## config.mk

```make
export PLATFORM = sky130hd
export DESIGN_NAME = seq_sub_64bit
export DESIGN_NICKNAME = d
export VERILOG_FILES = /design/src/rtl/seq_sub_64bit.sv
export SDC_FILE = /design/constraint.sdc
export NUM_CORES = 1
export LEC_CHECK = 0
export ABC_AREA = 1
export BUFFER_PORTS_ARGS = -buffer_cell sky130_fd_sc_hd__buf_4
export CAP_MARGIN = 20
export CORE_MARGIN = 1.5
export CORE_UTILIZATION = 49
export DETAILED_ROUTE_END_ITERATION = 16
export MAX_ROUTING_LAYER = met4
export PLACE_DENSITY = 0.77
export SYNTH_ARGS = -nofsm -noshare
export SYNTH_HDL_FRONTEND = slang
export SYNTH_SLANG_ARGS = --single-unit
```

## constraint.sdc

```tcl
create_clock -name clk -period 2.6 [get_ports clk]
set_clock_uncertainty 0.05 [all_clocks]
set_input_delay 0.13 -clock clk [delete_from_list [all_inputs] [get_ports clk]]
set_output_delay 0.13 -clock clk [all_outputs]
set_load 0.01 [all_outputs]
```

## src/rtl/seq_sub_64bit.sv

```systemverilog
// Multi-cycle subtractor: diff = a - b - bin, one CHUNK-bit slice per clock, LSB slice first.
// The borrow between slices lives only in a register; results are held until the next accepted start.
module seq_sub_64bit #(
  parameter int WIDTH = 64,
  parameter int CHUNK = 16
) (
  input  logic             clk,
  input  logic             rst,
  input  logic             start,
  input  logic [WIDTH-1:0] a,
  input  logic [WIDTH-1:0] b,
  input  logic             bin,
  output logic [WIDTH-1:0] diff,
  output logic             bout,
  output logic             ovf,
  output logic             busy,
  output logic             done
);

  localparam int NCHUNK = WIDTH / CHUNK;
  localparam int IDXW   = (NCHUNK > 1) ? $clog2(NCHUNK) : 1;
  localparam int OFSW   = $clog2(WIDTH);
  localparam logic [IDXW-1:0] LAST_IDX = IDXW'(NCHUNK - 1);

  typedef enum logic [1:0] {
    IDLE = 2'd0,
    RUN  = 2'd1,
    DONE = 2'd2
  } state_t;

  state_t            state_r, state_n;
  logic [WIDTH-1:0]  a_r, a_n;
  logic [WIDTH-1:0]  b_r, b_n;
  logic [WIDTH-1:0]  diff_r, diff_n;
  logic              borrow_r, borrow_n;
  logic [IDXW-1:0]   idx_r, idx_n;
  logic              bout_r, bout_n;
  logic              ovf_r, ovf_n;
  logic              busy_r, busy_n;
  logic              done_r, done_n;

  logic [OFSW-1:0]   ofs_s;
  logic [CHUNK:0]    sum_s;

  // Current slice: a + ~b + ~borrow, so the carry out is the inverted borrow out.
  assign ofs_s = OFSW'(idx_r) * OFSW'(CHUNK);
  assign sum_s = {1'b0, a_r[ofs_s +: CHUNK]} + {1'b0, ~b_r[ofs_s +: CHUNK]}
               + {{CHUNK{1'b0}}, ~borrow_r};

  // Next-state and datapath update logic.
  always_comb begin
    state_n  = state_r;
    a_n      = a_r;
    b_n      = b_r;
    diff_n   = diff_r;
    borrow_n = borrow_r;
    idx_n    = idx_r;
    bout_n   = bout_r;
    ovf_n    = ovf_r;
    busy_n   = busy_r;
    done_n   = 1'b0;
    case (state_r)
      IDLE, DONE: begin
        if (start) begin
          a_n      = a;
          b_n      = b;
          borrow_n = bin;
          idx_n    = {IDXW{1'b0}};
          diff_n   = {WIDTH{1'b0}};
          busy_n   = 1'b1;
          state_n  = RUN;
        end else begin
          busy_n   = 1'b0;
          state_n  = IDLE;
        end
      end
      RUN: begin
        diff_n[ofs_s +: CHUNK] = sum_s[CHUNK-1:0];
        borrow_n = ~sum_s[CHUNK];
        if (idx_r == LAST_IDX) begin
          // Top slice: its MSB is the result sign used for overflow.
          idx_n   = {IDXW{1'b0}};
          busy_n  = 1'b0;
          done_n  = 1'b1;
          bout_n  = ~sum_s[CHUNK];
          ovf_n   = (a_r[WIDTH-1] != b_r[WIDTH-1]) && (sum_s[CHUNK-1] != a_r[WIDTH-1]);
          state_n = DONE;
        end else begin
          idx_n   = idx_r + IDXW'(1);
        end
      end
      default: begin
        busy_n  = 1'b0;
        state_n = IDLE;
      end
    endcase
  end

  // State and datapath registers with synchronous reset.
  always_ff @(posedge clk) begin
    if (rst) begin
      state_r  <= IDLE;
      a_r      <= {WIDTH{1'b0}};
      b_r      <= {WIDTH{1'b0}};
      diff_r   <= {WIDTH{1'b0}};
      borrow_r <= 1'b0;
      idx_r    <= {IDXW{1'b0}};
      bout_r   <= 1'b0;
      ovf_r    <= 1'b0;
      busy_r   <= 1'b0;
      done_r   <= 1'b0;
    end else begin
      state_r  <= state_n;
      a_r      <= a_n;
      b_r      <= b_n;
      diff_r   <= diff_n;
      borrow_r <= borrow_n;
      idx_r    <= idx_n;
      bout_r   <= bout_n;
      ovf_r    <= ovf_n;
      busy_r   <= busy_n;
      done_r   <= done_n;
    end
  end

  assign diff = diff_r;
  assign bout = bout_r;
  assign ovf  = ovf_r;
  assign busy = busy_r;
  assign done = done_r;

endmodule

```

* Word-level counts from Yosys, hierarchy flattened
Index checks and enable logic that the tools add are counted. W data, S select, Z words.
Cells by class: add/sub/neg operators 4, equal/unequal tests 7, shifts and indexed selects 4, mux-type cells 15, bitwise gates (word level) 4, reduce and logical (&&, ||, !) cells 8
Operator list (number):
- $pmux W64 S2 | 1
- $shiftx A64 B7 Y16 | 2
- $bwmux W64 | 1
- $mux W64 | 1
- $shift A16 B8 Y64 const A | 1
- $shiftx A16 B8 Y64 | 1
- $add A16 B16 Y17 | 1
- $add A17 B1 Y17 | 1
- $not A16 Y16 | 1
- $neg A6 Y8 | 1
- $pmux W2 S2 | 2
- $mux W2 | 3
- $reduce_and A2 Y1 | 3
- $mux W1 | 5
- $eq A2 B2 Y1 const B | 2
- $ne A2 B2 Y1 const B | 2
- $pmux W1 S2 | 2
- $reduce_or A2 Y1 | 2
- $not A1 Y1 | 3
- $add A2 B1 Y2 const B | 1
- $eq A2 B1 Y1 const B | 1
- $logic_not A2 Y1 | 1
- $ne A1 B1 Y1 | 2
- $reduce_bool A2 Y1 | 1
- $logic_and A1 B1 Y1 | 1
Storage, ports and cells: register bits after elaboration 201, bits of input ports 132, output and inout bits 68, word-level logic and storage cells 52

* Longest topological paths before layout
depth in word-level cells 7, depth in mapped cells 20, mapped depth without buffers 17

* Worst setup path after synthesis
Ideal clock, no wire load.
path kind register -> register, start register idx_r[0], end register diff_r[24] (netlist: diff[24]), library setup time 0.070 ns, data arrival time 2.728 ns, data required time 2.480 ns, setup slack -0.248 ns, stages on the path, launching flop included 19, path buffers 3, clock period less this slack 2.848 ns, cell sequence dfxtp_1 -> buf_2 -> inv_1 -> buf_2 -> buf_2 -> nand2_1 -> a32o_1 -> fa_1 -> inv_1 -> fa_1 -> nand3_1 -> nand3_1 -> nand2_1 -> nand2_1 -> xor2_2 -> nand2_1 -> nor2_1 -> nand2_1 -> a21oi_1
Between the ends: word-level cells in the longest chain between the ends 7, elaborated cells between the ends (all ways) 10, classes of those cells 3 x add/sub; 4 x shift; 2 x mux; 1 x bitwise
RTL lines:
- start: declaration | RTL line 36 | logic [IDXW-1:0] idx_r, idx_n;
- start signal: assignment | RTL line 107 | idx_r <= {IDXW{1'b0}};
- start signal: assignment | RTL line 118 | idx_r <= idx_n;
- $shiftx A64 B7 Y16 | RTL line 47 | assign sum_s = {1'b0, a_r[ofs_s +: CHUNK]} + {1'b0, ~b_r[ofs_s +: CHUNK]}
- $not A16 Y16 | RTL line 47
- $add A16 B16 Y17 | RTL line 47
- $add A17 B1 Y17 | RTL line 48 | + {{CHUNK{1'b0}}, ~borrow_r};
- $shiftx A16 B8 Y64 | RTL line 78 | diff_n[ofs_s +: CHUNK] = sum_s[CHUNK-1:0];
- $bwmux W64 (*) | RTL line 78
- $pmux W64 S2 (*) | RTL line 62 | case (state_r)
- end signal: assignment | RTL line 105 | diff_r <= {WIDTH{1'b0}};
- end signal: assignment | RTL line 116 | diff_r <= diff_n;
- end: declaration | RTL line 34 | logic [WIDTH-1:0] diff_r, diff_n;
Mark *: on every way between the ends. The rest lies on a longest branch, timed or not. A chain may end at the register's enable or synchronous reset.

* Final worst setup path
Same ends and word-level chain as after synthesis.

==> flow_metrics.py <==
metrics = {
    "logic_synthesis": {
        "synthesis.nets": 1428,
        "postSynthRegisterBits": 200,
        "avgSynthCellArea_um2": 7.056,
        "ys_types": 32,
        "synth_cells": 1275,
        "ys.flop_type": "dfxtp_1",
        "synth_common_cells": "310 x nor2_1, 235 x nand2_1, 200 x dfxtp_1",
        "seq_area_frac_synth_pct": 44.51,
        "netlist_top_cells_area": "dfxtp_1 45%, nor2_1 13%, nand2_1 9.8%",
        "yosysTopAreaCellShare_pct": 44.51,
        "async_flop_share_pct": 0,
        "yosysWarnings": 0,
        "synth_area_um2": 8996,
        "synth_edf_count": 0,
        "yosys.area.top_type": "dfxtp_1",
        "synth.most_common_cell": "nor2_1",
    },
    "power_and_ir_drop": {
        "peakVddDrop_mv": 0.4681,
        "p_leak_nw": 5.791,
        "power.density_nw_per_um2": 679.3,
    },
    "global_routing": {
        "grt_pass1_wl_mm": 49.51,
        "grt_pass1_vias": 9726,
        "grt.overflow.total": 0,
        "grt_max_degree": 100,
        "track_usage_pct": 33.19,
        "antenna_found_initial": 0,
    },
    "setup_path": {
        "ff2ff_setup_slack_ns": 0.02,
        "critPathKind": "reg -> reg",
        "r2r_start": "idx_r[0]",
        "crit_arrival_ns": 2.89,
        "cp-startpoint": "idx_r[0]",
        "r2r-end": "diff[24]",
        "r2r_cells": 16,
        "setup.worst_path.end_class": "register",
        "cp.required_ns": 2.92,
        "startpoint_type": "register",
        "critPathMaxFanout": 9,
    },
    "die": {
        "io_pins": 200,
        "core_area_um2": 17960,
        "rows": 49,
        "initial_core_util_pct": 50.08,
        "dieWidth_um": 138.5,
        "die_h_um": 138.5,
        "fp.dieArea_um2": 19180,
    },
    "clock_tree": {
        "clock_latency_ns": 0.44,
        "tritoncts": "yes",
        "clock-sinks": 200,
        "cts_root_buf": "clkbuf_16",
        "htreeDepth": 4,
        "path_clk_slew_ns": 0.08,
        "cts_made_buffers": 17,
        "clockBufferDepth": 2,
    },
    "timing": {
        "rsz0062_at_grt": "true",
        "hold_viol": 0,
        "min_period_over_period_pct": 99.16,
        "timing.hold.ws_ns": 0.02125,
        "maxSlewViolCount": 0,
        "fin_setup_tns_ns": 0,
        "min_period_ns": 2.578,
        "setup_violations": 0,
        "fmax_mhz": 387.9,
        "tightest_slew_ns": 0.6369,
        "maxSlewHeadroom_pct": 57.44,
    },
    "routing": {
        "drc": 0,
        "drtIter0Drc": 871,
        "wirelength_mm": 31.44,
        "ant_nets": 0,
        "num_vias": 9953,
        "routedWlPerCell_um": 17.08,
        "first_pass_iters": 8,
        "via_per_inst": 5.406,
    },
    "job": {
        "drv_cap": 0,
    },
    "worst_hold_path": {
        "hold_class": "in -> reg",
        "whs_endpoint": "b_r[33]",
        "hold_depth": 3,
        "hp-start": "b[33]",
    },
    "final_layout": {
        "diodes": 0,
        "multi_input_comb_area_um2": 4811,
        "final_layout_size_suffix_gt1_share_pct": 24.19,
        "areaGrowthSynthToFinish_pct": 48.12,
        "nFillCells": 1326,
        "regArea_um2": 4008,
        "nNetsFinal": 1752,
    },
    "placed_design": {
        "io_buffers": 199,
        "post-dp-hpwl_mm": 19.19,
        "gp_congestion": 0.8911,
    },
    "status": {
        "status": "completed",
    },
}
[layer usage]
| metal | share of wire, % | track usage (%) | up-vias |
|---|---|---|---|
| met3 | 6.5 | 5.300 | 88 |
| met4 | 3.1 | 12.52 | 0 |
| met5 | 0 | - | - |
| met1 | 41 | 40.71 | 4606 |
| met2 | 49 | 55.09 | 445 |
| li1 | - | - | 4814 |
[cells by family (layout without fill, tap and decap cells)]
family / count (synthesis) / count (layout) / share of synthesized area (%)
AOI/OAI and AO/OA: 299 / 299 / 18.01
xor gates and xnor gates: 7 / 7 / 0.8484
adders and majority gates: 21 / 21 / 3.088
buffers and inverters: 142 / 479 / 6.523
DFF: 200 / 200 / 44.51
and+or+nand+nor: 606 / 606 / 27.02
[cell type report]
type                    count  area share [%]
clock buffers              17           3.192
clock inverters            15           1.380
inverters                  56           1.671
multi-input cells         933           36.10
flip-flops and latches    200           30.08
well taps                 229           2.150
repair buffers            391           25.43
[state kept, by name (all words and copies together) (netlist names)]
name      count
borrow_r      1
bout          1
done          1
idx_r         2
state_r       2
a_r          64
ovf           1
diff         64
b_r          64
[cells in the final DEF, fill, tap and decap left out, types with 7 or more instances in the layout]
master / n
a32o_1: 12
dfxtp_1: 199
nand2_2: 18
a21oi_2: 7
nor2_1: 303
o21ai_0: 158
buf_4: 250
o22ai_2: 10
inv_2: 7
a21oi_1: 92
inv_1: 46
nand4_1: 16
nand3_1: 27
ha_4: 12
clkbuf_16: 18
nand2_1: 216
nor2_2: 7
dlygate4sd3_1: 127
[worst max-delay path, cell delays in order, from the launching register on]
cell and delay (ns):
dfxtp_4 0.40, inv_8 0.11, buf_12 0.14, nor2_4 0.04
o22ai_2 0.18, fa_2 0.24, inv_2 0.05, fa_2 0.38
nand3_2 0.09, nand3_2 0.08, nand2_2 0.09, nand2_4 0.06
xor2_2 0.18, nand2_1 0.08, nor2_2 0.12, nand2_1 0.07
a21oi_1 0.15
[report_power, final]
part | total (mW) | internal, mW | switching, mW
Combinational | 2.95 | 1.28 | 1.67
Clock | 2.71 | 1.38 | 1.33
Sequential | 3.39 | 3.26 | 0.129
[how the worst max path moves through the flow]
| stage | end | depth (start not counted) | slack (ns) |
|---|---|---|---|
| after floorplan | diff[24] | 18 | 0.007 |
| after global placement | diff[44] | 16 | 0.004 |
| after detailed placement | diff[24] | 15 | -0.06 |
| after CTS | diff[63] | 16 | 0.004 |
| after global routing | diff[37] | 13 | -0.11 |
| final | diff[24] | 16 | 0.02 |
[metrics by stage]
step | util (%) | worst slack, ns | cells | power, mW | cell area [um2]
global route | 74.18 | -0.1107 | 1841 | 9.472 | 13330
global placement | 60.83 | 0.004327 | 1673 | 5.767 | 10930
detailed placement | 60.83 | -0.05673 | 1673 | 5.786 | 10930
finish | 74.18 | 0.02172 | 1841 | 9.052 | 13330
CTS | 72.24 | 0.003727 | 1837 | 8.734 | 12980
floorplan | - | 0.007321 | 1275 | 4.836 | 9045
[what timing repair did]
item / 4_1_cts / 5_1_grt
pin swaps: 5 / 21
endpoints found under the hold margin: 127 / 0
gates cloned: 1 / 1
endpoints found under the setup margin: 16 / 55
setup buffers: 4 / 4
hold buffers: 127 / 0
gates resized for setup: 16 / 73
Note: power is estimated with default switching activity, not from simulation.
